**src/rtl/pc_gen_pipe_if.sv**
```systemverilog
// Fetch-port bundle between the PC generator (master) and instruction memory (slave).
interface pc_gen_pipe_if #(
  parameter int XLEN = 32
);
  logic            fetch_valid;
  logic            fetch_ready;
  logic [XLEN-1:0] pc;
  logic [XLEN-1:0] snpc;

  modport master (output fetch_valid, output pc, output snpc, input fetch_ready);
  modport slave  (input fetch_valid, input pc, input snpc, output fetch_ready);
endinterface

```
**src/rtl/pc_gen_pipe.sv**
```systemverilog
// Fetch PC generator: holds the PC, offers it over a valid/ready fetch port and picks the next PC.
// Optional build macro PC_COMPRESSED_EN enables 16-bit instruction stepping and 2-byte alignment.
module pc_gen_pipe #(
  parameter int              XLEN        = 32,
  parameter logic [XLEN-1:0] RESET_ADDR  = 32'h8000_0000,
  parameter bit              BUBBLE_EN_P = 1'b1,
  parameter int              CNT_W       = 16
) (
  input  logic              clk,
  input  logic              rst_n,
  input  logic [2:0]        pc_ctrl,
  input  logic              ctrl_valid,
  input  logic              stall,
  input  logic              cond,
  input  logic              inst_is_c,
  input  logic [XLEN-1:0]   rs1,
  input  logic [XLEN-1:0]   offset,
  input  logic [XLEN-1:0]   epc,
  input  logic [XLEN-1:0]   mtvec,
  pc_gen_pipe_if.master     fetch_if,
  output logic              misalign_o,
  output logic [XLEN-1:0]   misalign_addr,
  output logic [CNT_W-1:0]  redirect_cnt
);

  localparam logic [2:0] PC_SNPC  = 3'd0;
  localparam logic [2:0] PC_J_PC  = 3'd1;
  localparam logic [2:0] PC_J_RS1 = 3'd2;
  localparam logic [2:0] PC_B     = 3'd3;
  localparam logic [2:0] PC_B_INV = 3'd4;
  localparam logic [2:0] PC_EPC   = 3'd5;
  localparam logic [2:0] PC_TRAP  = 3'd6;
  localparam logic [2:0] PC_HOLD  = 3'd7;

  localparam logic [1:0] ST_BOOT   = 2'd0;
  localparam logic [1:0] ST_RUN    = 2'd1;
  localparam logic [1:0] ST_BUBBLE = 2'd2;

  localparam logic [CNT_W-1:0] CNT_MAX = {CNT_W{1'b1}};
  localparam logic [CNT_W-1:0] CNT_ONE = {{(CNT_W-1){1'b0}}, 1'b1};

`ifdef PC_COMPRESSED_EN
  localparam logic [XLEN-1:0] AMASK = {{(XLEN-1){1'b0}}, 1'b1};
  logic [XLEN-1:0] step_s;
  assign step_s = inst_is_c ? {{(XLEN-2){1'b0}}, 2'b10} : {{(XLEN-3){1'b0}}, 3'b100};
`else
  localparam logic [XLEN-1:0] AMASK = {{(XLEN-2){1'b0}}, 2'b11};
  logic [XLEN-1:0] step_s;
  logic            unused_inst_is_c_s;
  assign step_s             = {{(XLEN-3){1'b0}}, 3'b100};
  assign unused_inst_is_c_s = inst_is_c;
`endif

  logic [1:0]       state_q, state_d;
  logic [XLEN-1:0]  pc_q, pc_d;
  logic             fetch_valid_q, fetch_valid_d;
  logic             misalign_q, misalign_d;
  logic [XLEN-1:0]  misalign_addr_q, misalign_addr_d;
  logic [CNT_W-1:0] cnt_q, cnt_d;

  logic [XLEN-1:0]  snpc_s, br_tgt_s, tgt_s, next_pc_s;
  logic             chk_s, hold_s, misal_s, fire_s, redirect_s;

  assign snpc_s   = pc_q + step_s;
  assign br_tgt_s = pc_q + offset;

  // Target selection; chk_s marks control transfers whose target must be aligned.
  always_comb begin
    tgt_s  = snpc_s;
    chk_s  = 1'b0;
    hold_s = 1'b0;
    case (pc_ctrl)
      PC_SNPC:  tgt_s = snpc_s;
      PC_J_PC:  begin tgt_s = br_tgt_s; chk_s = 1'b1; end
      PC_J_RS1: begin tgt_s = (rs1 + offset) & ~{{(XLEN-1){1'b0}}, 1'b1}; chk_s = 1'b1; end
      PC_B:     begin tgt_s = cond ? br_tgt_s : snpc_s; chk_s = cond; end
      PC_B_INV: begin tgt_s = cond ? snpc_s : br_tgt_s; chk_s = ~cond; end
      PC_EPC:   tgt_s = epc & ~AMASK;
      PC_TRAP:  tgt_s = mtvec & ~AMASK;
      PC_HOLD:  begin tgt_s = pc_q; hold_s = 1'b1; end
      default:  begin tgt_s = pc_q; hold_s = 1'b1; end
    endcase
  end

  assign misal_s    = chk_s & (|(tgt_s & AMASK));
  assign next_pc_s  = misal_s ? (mtvec & ~AMASK) : tgt_s;
  assign fire_s     = (state_q == ST_RUN) & fetch_valid_q & fetch_if.fetch_ready & ctrl_valid & ~stall;
  // A jump landing on snpc is sequential; a misalign trap always counts.
  assign redirect_s = fire_s & ~hold_s & (misal_s | (next_pc_s != snpc_s));

  // Next-state, PC, counter and misalign capture.
  always_comb begin
    state_d = ST_BOOT;
    case (state_q)
      ST_BOOT:   state_d = ST_RUN;
      ST_RUN:    state_d = (redirect_s && BUBBLE_EN_P) ? ST_BUBBLE : ST_RUN;
      ST_BUBBLE: state_d = ST_RUN;
      default:   state_d = ST_BOOT;
    endcase

    if (fire_s) begin
      pc_d = next_pc_s;
    end else begin
      pc_d = pc_q;
    end

    if (redirect_s && (cnt_q != CNT_MAX)) begin
      cnt_d = cnt_q + CNT_ONE;
    end else begin
      cnt_d = cnt_q;
    end

    misalign_d = fire_s & misal_s;
    if (fire_s && misal_s) begin
      misalign_addr_d = tgt_s;
    end else begin
      misalign_addr_d = misalign_addr_q;
    end

    fetch_valid_d = (state_d == ST_RUN);
  end

  // State registers with synchronous active-low reset.
  always_ff @(posedge clk) begin
    if (!rst_n) begin
      state_q         <= ST_BOOT;
      pc_q            <= RESET_ADDR;
      fetch_valid_q   <= 1'b0;
      misalign_q      <= 1'b0;
      misalign_addr_q <= {XLEN{1'b0}};
      cnt_q           <= {CNT_W{1'b0}};
    end else begin
      state_q         <= state_d;
      pc_q            <= pc_d;
      fetch_valid_q   <= fetch_valid_d;
      misalign_q      <= misalign_d;
      misalign_addr_q <= misalign_addr_d;
      cnt_q           <= cnt_d;
    end
  end

  assign fetch_if.fetch_valid = fetch_valid_q;
  assign fetch_if.pc          = pc_q;
  assign fetch_if.snpc        = snpc_s;
  assign misalign_o           = misalign_q;
  assign misalign_addr        = misalign_addr_q;
  assign redirect_cnt         = cnt_q;

endmodule

```
**src/flat_wrapper.sv**
```systemverilog
// flat-port wrapper written by rule: the top's interface ports become plain ports
module pc_gen_pipe_flat 
#(
  parameter int              XLEN        = 32,
  parameter logic [XLEN-1:0] RESET_ADDR  = 32'h8000_0000,
  parameter bit              BUBBLE_EN_P = 1'b1,
  parameter int              CNT_W       = 16
)
  (clk, rst_n, pc_ctrl, ctrl_valid, stall, cond, inst_is_c, rs1, offset, epc, mtvec, misalign_o, misalign_addr, redirect_cnt, fetch_if_fetch_valid, fetch_if_pc, fetch_if_snpc, fetch_if_fetch_ready);
  pc_gen_pipe_if #(.XLEN(XLEN)) fetch_if_i ();
  input  logic clk;
  input  logic rst_n;
  input  logic [2:0] pc_ctrl;
  input  logic ctrl_valid;
  input  logic stall;
  input  logic cond;
  input  logic inst_is_c;
  input  logic [XLEN-1:0] rs1;
  input  logic [XLEN-1:0] offset;
  input  logic [XLEN-1:0] epc;
  input  logic [XLEN-1:0] mtvec;
  output logic misalign_o;
  output logic [XLEN-1:0] misalign_addr;
  output logic [CNT_W-1:0] redirect_cnt;
  output wire logic [$bits(fetch_if_i.fetch_valid)-1:0] fetch_if_fetch_valid;
  output wire logic [$bits(fetch_if_i.pc)-1:0] fetch_if_pc;
  output wire logic [$bits(fetch_if_i.snpc)-1:0] fetch_if_snpc;
  input wire logic [$bits(fetch_if_i.fetch_ready)-1:0] fetch_if_fetch_ready;
  assign fetch_if_fetch_valid = fetch_if_i.fetch_valid;
  assign fetch_if_pc = fetch_if_i.pc;
  assign fetch_if_snpc = fetch_if_i.snpc;
  assign fetch_if_i.fetch_ready = fetch_if_fetch_ready;
  pc_gen_pipe #(.XLEN(XLEN), .RESET_ADDR(RESET_ADDR), .BUBBLE_EN_P(BUBBLE_EN_P), .CNT_W(CNT_W)) u_core (.clk(clk), .rst_n(rst_n), .pc_ctrl(pc_ctrl), .ctrl_valid(ctrl_valid), .stall(stall), .cond(cond), .inst_is_c(inst_is_c), .rs1(rs1), .offset(offset), .epc(epc), .mtvec(mtvec), .fetch_if(fetch_if_i), .misalign_o(misalign_o), .misalign_addr(misalign_addr), .redirect_cnt(redirect_cnt));
endmodule
```
**config.mk**
```make
export PLATFORM = sky130hd
export DESIGN_NAME = pc_gen_pipe_flat
export DESIGN_NICKNAME = d
export VERILOG_FILES = /design/src/rtl/pc_gen_pipe_if.sv /design/src/rtl/pc_gen_pipe.sv /design/src/flat_wrapper.sv
export SDC_FILE = /design/constraint.sdc
export NUM_CORES = 1
export LEC_CHECK = 0
export ABC_AREA = 1
export BUFFER_PORTS_ARGS = -buffer_cell sky130_fd_sc_hd__buf_4
export CORE_MARGIN = 2
export CORE_UTILIZATION = 50
export CTS_CLUSTER_SIZE = 20
export DETAILED_ROUTE_END_ITERATION = 10
export GPL_ROUTABILITY_DRIVEN = 0
export PLACE_DENSITY_LB_ADDON = 0.08
export SYNTH_ARGS = -nofsm -noshare
export SYNTH_HDL_FRONTEND = slang
export SYNTH_SLANG_ARGS = --single-unit
export TNS_END_PERCENT = 20
```
**constraint.sdc**
```tcl
create_clock -name clk -period 9 [get_ports clk]
set_clock_uncertainty 0.05 [all_clocks]
set_input_delay 1.35 -clock clk [delete_from_list [all_inputs] [get_ports clk]]
set_output_delay 1.35 -clock clk [all_outputs]
set_load 0.02 [all_outputs]
```
==> results of run 1 <==
-- state kept, by name, indices dropped and copies added, names as in the netlist --
register	cells
u_core.fetch_if.fetch_valid	1
u_core.fetch_if.pc	32
u_core.misalign_addr	32
u_core.misalign_o	1
u_core.redirect_cnt	16
u_core.state_q	2
-- report_power, final --
part | switching [W] | total (W) | leakage, nW | internal, W
clock | 0.000168 | 0.000371 | 0.134 | 0.000202
sequential | 0.00000748 | 0.000383 | 0.678 | 0.000375
combinational | 0.000301 | 0.000463 | 6.77 | 0.000162
-- stage by stage --
step	util [%]	hold WS, ns	area, um2
global route	60.6	0.440	13700
floorplan	-	0.384	11500
finish	60.6	0.415	13700
detailed placement	59.4	0.404	13400
CTS	60.6	0.412	13700
global placement	59.4	0.395	13400
-- worst register-to-register path: stages, from the launching register on --
cell and delay, ns:
dfxtp_1 0.53, ha_1 0.28, inv_1 0.07, fa_1 0.48
nand2_1 0.09, nand2_1 0.06, o21ai_1 0.21, nor3_4 0.09
nand2_4 0.15, nand2_8 0.23, inv_2 0.63, nand2_1 0.17
nand3_1 0.13, nand2_1 0.06, nor2_1 0.10, nand3_1 0.17
nor2_2 0.17, nand3_2 0.11, nor2_4 0.11, nand2_4 0.18
nand2_1 0.20, nand2_1 0.09, a21oi_1 0.12
-- cell families (layout without fill, tap and decap cells) --
group           count (synthesis)  after routing  synth area share, %
buf+inv                       421            630                 14.5
xor+xnor                       13             13                0.994
compound gates                214            214                 10.7
simple gates                 1373           1373                 51.9
fa+ha+maj                      65             65                 7.23
flops                          84             84                 14.7
-- worst paths after layout --
kind | startpoint | end | slack [ns]
worst max-delay path | offset[0] | u_core.fetch_if.fetch_valid$_SDFF_PN0_ | 3.92
worst min-delay path | u_core.state_q[0]$_SDFF_PN0_ | u_core.state_q[0]$_SDFF_PN0_ | 0.41
worst max register to register | u_core.fetch_if.pc[0]$_SDFFE_PN0P_ | u_core.fetch_if.fetch_valid$_SDFF_PN0_ | 4.44
worst min register to register | u_core.state_q[0]$_SDFF_PN0_ | u_core.state_q[0]$_SDFF_PN0_ | 0.41
-- cell usage in the layout, fill, tap and decap left out, types with 15 or more instances in the layout --
master and n:
a21oi_1 79, inv_1 346, buf_4 250, nand3_1 248
o211ai_1 15, dfxtp_1 84, nand2_1 716, nor3_1 35
nor2_1 244, o21ai_0 76, ha_1 63, a221oi_1 16
nand4_1 59, nand3b_1 28
-- metal layers --
layer | global-route usage [%] | routed length, um
met1 | 45.3 | 17900
met5 | 0 | 0
met3 | 6.04 | 4480
met4 | 20.8 | 2870
met2 | 56.1 | 19000
-- layout make-up --
cell class / count / area [um2]
Fill cell: 2358 / 8890
Multi-Input combinational cell: 1665 / 8110
Timing Repair Buffer: 250 / 1880
Sequential cell: 84 / 1680
Inverter: 365 / 1370
Tap cell: 285 / 357
Clock buffer: 11 / 253
Clock inverter: 4 / 32.5
==> results.yml, run 1 <==
drt:
  route.detailed.drc: 0
  drt-wirelength-per-cell_um: 16.6
  postRouteAntennaNets: 0
  dr.pass1.iters: 8
  routed_wl_um: 44300
  viasPerCell: 5.60
  drtIter0Drc: 1610
  vias: 14900
sta:
  finalHoldViolations: 0
  timing.final.max_slew_violations: 0
  final.setup.tns_ns: 0
  period_needed_ns: 5.08
  post-route-period-util_pct: 56.4
  setup_viol: 0
  tightest_slew_ns: 1.21
  fmax_mhz: 197
  setup_ws_ns: 3.92
  grt_setup_unrepaired: "no"
  relSlewSlack_pct: 19.1
critical_path:
  path_class: "in2reg"
  crit_chain: "buf_4 > ha_1 > inv_1 > fa_1 > nand2_1 > nand2_1 > o21ai_1 > nor3_4 > nand2_4 > nand2_8 > inv_2 > nand2_1 > nand3_1 > nand2_1 > nor2_1 > nand3_1 > nor2_2 > nand3_2 > nor2_4 > nand2_4 > nand2_1 > nand2_1 > a21oi_1"
  crit_slowest_cell: "inv_2"
  cp_data_arrival_time_ns: 5.28
  worst_ep_required_time_ns: 9.21
  crit_fanout: 45
  worstSetupStartpointType: "primary input"
  critPathTopFamily: "simple AND/OR/NAND/NOR gates"
  worst-r2r-cell-count: 22
  cp.depth: 23
  path_common_cell: "nand2_1"
  endpoint_kind: "register"
  cp_slowest_stage_delay_ns: 0.61
  path_buf_inv: 3
synth:
  async_flop_share_pct: 0
  synth_nets: 2373
  synth_edf_count: 0
  yosysTopAreaCell: "nand2_1"
  synth_area_leaders: "nand2_1 23%, dfxtp_1 15%, inv_1 11%"
  ys_seq_area_share_pct: 14.7
  synth.yosys.warnings: 0
  synthesis.instances: 2170
  synth_commonest_cells: "716 x nand2_1, 346 x inv_1, 248 x nand3_1"
  ys.flop_type: "dfxtp_1"
  syn_area_mm2: 0.0115
  netlist.area_leader.share_pct: 23.5
  syn-mean-instance-area_um2: 5.28
  ys_ff_latch: 84
  yosysMostFrequentCell: "nand2_1"
  synth.distinct_cells: 48
global_route:
  grt_pass1_wl_um: 67700
  grt_usage_pct: 35.4
  grt_pass1_vias: 13200
  antenna_found_initial: 0
  grt_max_degree: 57
  overflow: 0
die:
  core_mm2: 0.0226
  initial_utilization_pct: 50.7
  die_area_mm2: 0.0241
  ios: 252
  dieHeight_um: 155
  die_width_um: 155
  num_rows: 55
power:
  leakagePower_nw: 7.58
  power_density_mw_per_mm2: 88.9
  peakVddDrop_mv: 0.0918
  p_total_w: 0.00122
clocking:
  root_buffer: "clkbuf_16"
  postCtsHoldBufs: 0
  clk_latency_ns: 0.35
  cts_max_level: 3
  cts_max_path_buffers: 2
  cts_sinks: 84
  cts_tree: "yes"
  cts_buffers: 9
  path_clk_slew_ns: 0.06
  cts_resized: 0
  post_cts_buffers: 0
cells_and_area:
  instances_no_fill: 2664
  nets: 2578
  diodes: 0
  syn2layout_area_growth_pct: 19.4
  drive_above_1_share_pct: 13.0
hold_path:
  min-delay-path-class: "reg2reg"
  holdPathStages: 1
job:
  maxCapViolCount: 0
placed_design:
  post-place-ws_ns: 3.68
  dp_hpwl_um: 35800
  placedCellCount: 2649
  portBuffers: 246
outcome:
  outcome: "finished, final reports clean"
No activity file was read; power rests on OpenSTA's default activity.
==> inputs of run 2 (changes only) <==
--- a/config.mk
+++ b/config.mk
@@ -5,7 +5,7 @@
 export SDC_FILE = /design/constraint.sdc
 export NUM_CORES = 1
 export LEC_CHECK = 0
-export ABC_AREA = 1
+export ABC_AREA = 0
 export BUFFER_PORTS_ARGS = -buffer_cell sky130_fd_sc_hd__buf_4
 export CORE_MARGIN = 2
 export CORE_UTILIZATION = 50
==> constraint.sdc (replaced) <==
create_clock -name clk -period 5.15 [get_ports clk]
set_clock_uncertainty 0.05 [all_clocks]
set_input_delay 0.7725 -clock clk [delete_from_list [all_inputs] [get_ports clk]]
set_output_delay 0.7725 -clock clk [all_outputs]
set_load 0.02 [all_outputs]
==> results.yml, run 2 <==
outcome:
  outcome: "finished, final reports clean"
global_route:
  grt_util_met2_pct: 63.3
  antenna_found_initial: 1
  grt-busiest-layer: "met2"
  grt_pass1_vias: 12600
  grtUsageMet3_pct: 9.15
  use_met1_pct: 49.6
  grt_max_degree: 69
  grt_pass1_wl_um: 69700
  grt_usage_pct: 40.0
  overflow: 0
cells_and_area:
  syn2layout_area_growth_pct: 26.7
  instances_no_fill: 2020
  final_cell_mix: "341 x buf_4, 171 x nor2_1, 128 x nand2_1"
  drive_above_1_share_pct: 24.4
  final_cell_area_mm2: 0.0135
  diodes: 0
  final_common_cell: "buf_4"
  nets: 1944
power:
  power_density_mw_per_mm2: 171
  peakVddDrop_mv: 0.159
  leakagePower_nw: 5.83
hold_path:
  min-delay-path-class: "reg2reg"
sta:
  post-route-period-util_pct: 94.3
  fmax_mhz: 206
  timing.final.max_slew_violations: 0
  final.setup.tns_ns: 0
  tightest_slew_ns: 0.973
  relSlewSlack_pct: 33.5
  finalHoldViolations: 0
  period_needed_ns: 4.85
  setup_ws_ns: 0.295
  hold_slack_ns: 0.429
  grt_setup_unrepaired: "no"
  setup_viol: 0
drt:
  drtIter0Drc: 1521
  postRouteAntennaNets: 0
  dr.pass1.iters: 6
  drt-wirelength-per-cell_um: 22.8
  route.detailed.drc: 0
  vias: 13500
  viasPerCell: 6.66
  routed_wl_um: 46000
critical_path:
  cp_slowest_stage_delay_ns: 0.65
  path_class: "in2reg"
  crit_fanout: 6
  endpoint_kind: "register"
  worst_ep_required_time_ns: 5.34
  crit_slowest_cell: "a2111oi_1"
  crit_chain: "buf_4 > ha_1 > inv_1 > fa_1 > nand2b_1 > a211o_1 > a21o_1 > a2111oi_1 > buf_4 > or3_1 > nand3_1 > a211oi_1 > o31ai_1 > nor4_2 > nand4_2 > buf_4 > nand3_1 > xnor2_1 > and2_1"
  worstSetupStartpointType: "primary input"
  path_common_cell: "buf_4"
  cp_data_arrival_time_ns: 5.04
synth:
  ys_ff_latch: 84
  synth.distinct_cells: 98
  yosysTopAreaCell: "dfxtp_1"
  yosysMostFrequentCell: "nor2_1"
  synth_area_leaders: "dfxtp_1 16%, ha_1 7.4%, nor2_1 6.0%"
  synth.yosys.warnings: 0
  netlist.area_leader.share_pct: 15.7
  syn-mean-instance-area_um2: 7.19
  synth_nets: 1688
  synthesis.instances: 1485
  syn_area_mm2: 0.0107
  ys_seq_area_share_pct: 15.7
  synth_edf_count: 0
  synth_commonest_cells: "172 x nor2_1, 128 x nand2_1, 119 x a21oi_1"
  ys.flop_type: "dfxtp_1"
  async_flop_share_pct: 0
clocking:
  root_buffer: "clkbuf_16"
  cts_max_path_buffers: 2
  clk_latency_ns: 0.34
  path_clk_slew_ns: 0.07
  post_cts_buffers: 0
  cts_sinks: 84
  postCtsHoldBufs: 0
  cts_buffers: 9
  cts_tree: "yes"
  cts_resized: 0
  cts_max_level: 3
job:
  maxCapViolCount: 0
placed_design:
  post-place-ws_ns: 0.0385
  place_area_mm2: 0.0132
  dp_hpwl_um: 36800
  placedCellCount: 2005
  portBuffers: 246
die:
  die_area_mm2: 0.0226
  die_width_um: 150
  core_mm2: 0.0210
  ios: 252
  initial_utilization_pct: 50.8
  dieHeight_um: 150
  num_rows: 53
## run 2: cell types whose count changed after synthesis, moves of 26 or more
cell / before / now
a211oi_1: 5 / 67
a21oi_1: 79 / 119
a22oi_1: 1 / 27
inv_1: 346 / 38
mux2_2: 0 / 30
nand2_1: 716 / 128
nand3_1: 248 / 42
nor2_1: 245 / 172
xnor2_1: 2 / 49
## run 2: path summary, 6_finish.rpt
check / from / end / slack, ns / cells past startpoint
hold / removal: u_core.misalign_addr[21]$_SDFFE_PN0P_ / u_core.misalign_addr[21]$_SDFFE_PN0P_ / 0.43 / 2
setup reg to reg: u_core.fetch_if.pc[5]$_SDFFE_PN0P_ / u_core.redirect_cnt[2]$_SDFFE_PN0P_ / 0.44 / 15
setup / recovery: offset[0] / u_core.redirect_cnt[2]$_SDFFE_PN0P_ / 0.30 / 19
hold reg to reg: u_core.misalign_addr[21]$_SDFFE_PN0P_ / u_core.misalign_addr[21]$_SDFFE_PN0P_ / 0.43 / 2
## run 2: power breakdown
part	switching, W	leakage, nW	internal [W]	total [W]
clock	0.000276	0.155	0.000438	0.000715
sequential	0.0000113	0.678	0.000656	0.000667
combinational	0.000563	5.00	0.000374	0.000937
## run 2: kinds of logic (layout without fill, tap and decap cells)
group / after synthesis / in the layout / synth area share [%]
and+or+nand+nor: 565 / 565 / 26.7
AOI/OAI and AO/OA: 502 / 502 / 32.3
buffers and inverters: 136 / 396 / 5.39
xor gates and xnor gates: 84 / 84 / 7.14
DFF: 84 / 84 / 15.7
adders and majority gates: 65 / 65 / 7.75
muxes: 49 / 49 / 4.94
## run 2: critical path: cells and delay by family
family / cells / cell delay, ns
buffers and inverters: 4 / 0.62
xor gates and xnor gates: 1 / 0.08
AOI/OAI and AO/OA: 5 / 1.62
and+or+nand+nor: 7 / 1.38
adders and majority gates: 2 / 0.56
## run 2: layer usage
metal	wire length [um]	vias up
li1	-	6153
met1	17200	6147
met2	20000	962
met3	5510	193
met4	3300	0
met5	0	-
## run 2: layout make-up
cell class              instances  area [um2]
multi-input cells            1265        8480
fillers                      1945        7490
repair buffers                341        2560
flip-flops and latches         84        1680
well taps                     275         344
clock buffers                  10         239
inverters                      40         150
clock inverters                 5        85.1
## run 2: through the flow
stage / utilization [%] / power [W]
5_1_grt: 64.4 / 0.00240
6_report: 64.4 / 0.00232
3_3_place_gp: 62.8 / 0.00157
4_1_cts: 64.3 / 0.00229
2_1_floorplan: - / 0.00122
3_5_place_dp: 62.8 / 0.00158
==> inputs of run 3 (changes only) <==
--- a/config.mk
+++ b/config.mk
@@ -9,10 +9,12 @@
 export BUFFER_PORTS_ARGS = -buffer_cell sky130_fd_sc_hd__buf_4
 export CORE_MARGIN = 2
 export CORE_UTILIZATION = 50
+export CTS_BUF_LIST = sky130_fd_sc_hd__clkbuf_4 sky130_fd_sc_hd__clkbuf_8
 export CTS_CLUSTER_SIZE = 20
 export DETAILED_ROUTE_END_ITERATION = 10
 export GPL_ROUTABILITY_DRIVEN = 0
 export PLACE_DENSITY_LB_ADDON = 0.08
+export RECOVER_POWER = 50
 export SYNTH_ARGS = -nofsm -noshare
 export SYNTH_HDL_FRONTEND = slang
 export SYNTH_SLANG_ARGS = --single-unit
==> constraint.sdc (replaced) <==
create_clock -name clk -period 5.15 [get_ports clk]
set_clock_uncertainty 0.05 [all_clocks]
set_input_delay 0.515 -clock clk [delete_from_list [all_inputs] [get_ports clk]]
set_output_delay 0.515 -clock clk [all_outputs]
set_load 0.02 [all_outputs]
==> results.yml, run 3 (synthesized netlist as in run 2, its figures left out) <==
cells_and_area:
  final_cell_mix: "218 x buf_4, 171 x nor2_1, 128 x nand2_1"
  final_common_cell: "buf_4"
  final_cell_area_mm2: 0.0128
  drive_above_1_share_pct: 17.6
  syn2layout_area_growth_pct: 19.9
  fin_util_pct: 61.0
  nets: 1913
  diodes: 0
critical_path:
  endpoint_kind: "register"
  path_buf_inv: 2
  worst-r2r-cell-count: 14
  path_class: "reg2reg"
  cp_slowest_stage_delay_ns: 0.49
  r2r_end: "u_core.redirect_cnt[1]$_SDFFE_PN0P_"
  crit_slowest_cell: "dfxtp_1"
  crit_fanout: 13
  cp_data_arrival_time_ns: 5.04
  critPathTopFamily: "simple AND/OR/NAND/NOR gates"
  worst_ep_required_time_ns: 5.34
  worstSetupStartpointType: "register"
  crit_chain: "clkbuf_1 > nand4_4 > nor4_1 > xnor2_1 > inv_1 > a221o_1 > or4_1 > o211a_1 > a311o_1 > nor4_2 > nand4_2 > nand2_2 > mux2i_1 > nor2_1"
  r2r-start: "u_core.fetch_if.pc[11]$_SDFFE_PN0P_"
  r2r_setup_slack_ns: 0.29
sta:
  tightest_slew_ns: 1.13
  grt_setup_unrepaired: "no"
  timing.final.max_slew_violations: 0
  setup_viol: 0
  relSlewSlack_pct: 24.7
  post-route-period-util_pct: 94.3
  finalHoldViolations: 0
  period_needed_ns: 4.86
  fmax_mhz: 206
  final.setup.tns_ns: 0
  setup_ws_ns: 0.292
drt:
  drtIter0Drc: 1503
  postRouteAntennaNets: 0
  route.detailed.drc: 0
  viasPerCell: 6.67
  routed_wl_um: 45000
  vias: 13300
  drt-wirelength-per-cell_um: 22.6
  dr.pass1.iters: 8
clocking:
  cts_tree: "yes"
  postCtsHoldBufs: 0
  clk_latency_ns: 0.36
  cts_resized: 0
  cts_buffers: 9
  cts_max_level: 3
  post_cts_buffers: 0
  path_clk_slew_ns: 0.10
  cts_max_path_buffers: 2
  cts_sinks: 84
  root_buffer: "clkbuf_8"
die:
  ios: 252
  die_area_mm2: 0.0226
  initial_utilization_pct: 50.8
  dieHeight_um: 150
  core_mm2: 0.0210
  num_rows: 53
  die_width_um: 150
power:
  power_density_mw_per_mm2: 158
  leakagePower_nw: 5.24
  peakVddDrop_mv: 0.132
  p_total_w: 0.00202
global_route:
  grtUsageMet3_pct: 7.55
  use_met1_pct: 49.7
  grt_util_met2_pct: 59.9
  grt-busiest-layer: "met2"
  antenna_found_initial: 0
  grt_pass1_wl_um: 67700
  grt_max_degree: 57
  grt_pass1_vias: 12100
  overflow: 0
  grt_usage_pct: 38.8
placed_design:
  post-place-ws_ns: 0.211
  dp_hpwl_um: 36300
  place_area_mm2: 0.0130
  portBuffers: 246
outcome:
  outcome: "finished, final reports clean"
hold_path:
  min-delay-path-class: "reg2reg"
  holdPathEnd: "u_core.misalign_addr[21]$_SDFFE_PN0P_"
  hold_start: "u_core.misalign_addr[21]$_SDFFE_PN0P_"
  holdPathStages: 2
job:
  maxCapViolCount: 0
## run 3: changes by cell type in the layout (fill, tap and decap cells not counted), moves of 2 or more
| cell | delta |
|---|---|
| buf_4 | -123 |
| clkbuf_1 | +91 |
| clkbuf_16 | -9 |
| clkbuf_8 | +8 |
| bufinv_16 | -2 |
| clkinv_2 | +2 |
## run 3: worst max-delay path by stage
stage / start / endpoint / slack, ns / cells past startpoint
floorplan: u_core.fetch_if.pc[0]$_SDFFE_PN0P_ / u_core.redirect_cnt[1]$_SDFFE_PN0P_ / 0.96 / 17
global placement: offset[10] / u_core.redirect_cnt[1]$_SDFFE_PN0P_ / 0.20 / 16
detailed placement: offset[10] / u_core.redirect_cnt[1]$_SDFFE_PN0P_ / 0.21 / 16
CTS: u_core.fetch_if.pc[3]$_SDFFE_PN0P_ / u_core.redirect_cnt[1]$_SDFFE_PN0P_ / 0.48 / 15
global route: u_core.fetch_if.pc[18]$_SDFFE_PN0P_ / u_core.redirect_cnt[1]$_SDFFE_PN0P_ / 0.06 / 14
finish: u_core.fetch_if.pc[11]$_SDFFE_PN0P_ / u_core.redirect_cnt[1]$_SDFFE_PN0P_ / 0.29 / 14
## run 3: area by class of cell
type / count / area (um2)
clock buffer: 10 / 131
clock inverter: 6 / 47.5
fill: 2089 / 8210
inverter: 40 / 150
multi-input combinational: 1265 / 8460
sequential: 84 / 1680
tap: 275 / 344
timing repair buffer: 310 / 2000
## run 3: power by group
part,switching [W],internal [W]
sequential,0.0000111,0.000656
combinational,0.000550,0.000350
clock,0.000266,0.000187
total,0.000827,0.00119
## run 3: metal layers
| metal | part of all wire (%) | wire, um |
|---|---|---|
| met2 | 43 | 19300 |
| met5 | 0 | 0 |
| met1 | 38 | 17300 |
| met3 | 11 | 5150 |
| met4 | 7.3 | 3280 |
## run 3: worst register-to-register path, delay by kind of cell, from the launching register on
kind            cells  cell delay, ns
xor+xnor            1            0.25
compound gates      3            0.97
buf+inv             2            0.67
mux                 1            0.22
flops               1            0.49
simple gates        7            2.09
## run 3: stage by stage
stage / std cells / hold WS (ns)
CTS: 1990 / 0.418
finish: 1990 / 0.412
floorplan: 1485 / 0.443
global placement: 1974 / 0.399
detailed placement: 1974 / 0.408
global route: 1990 / 0.428
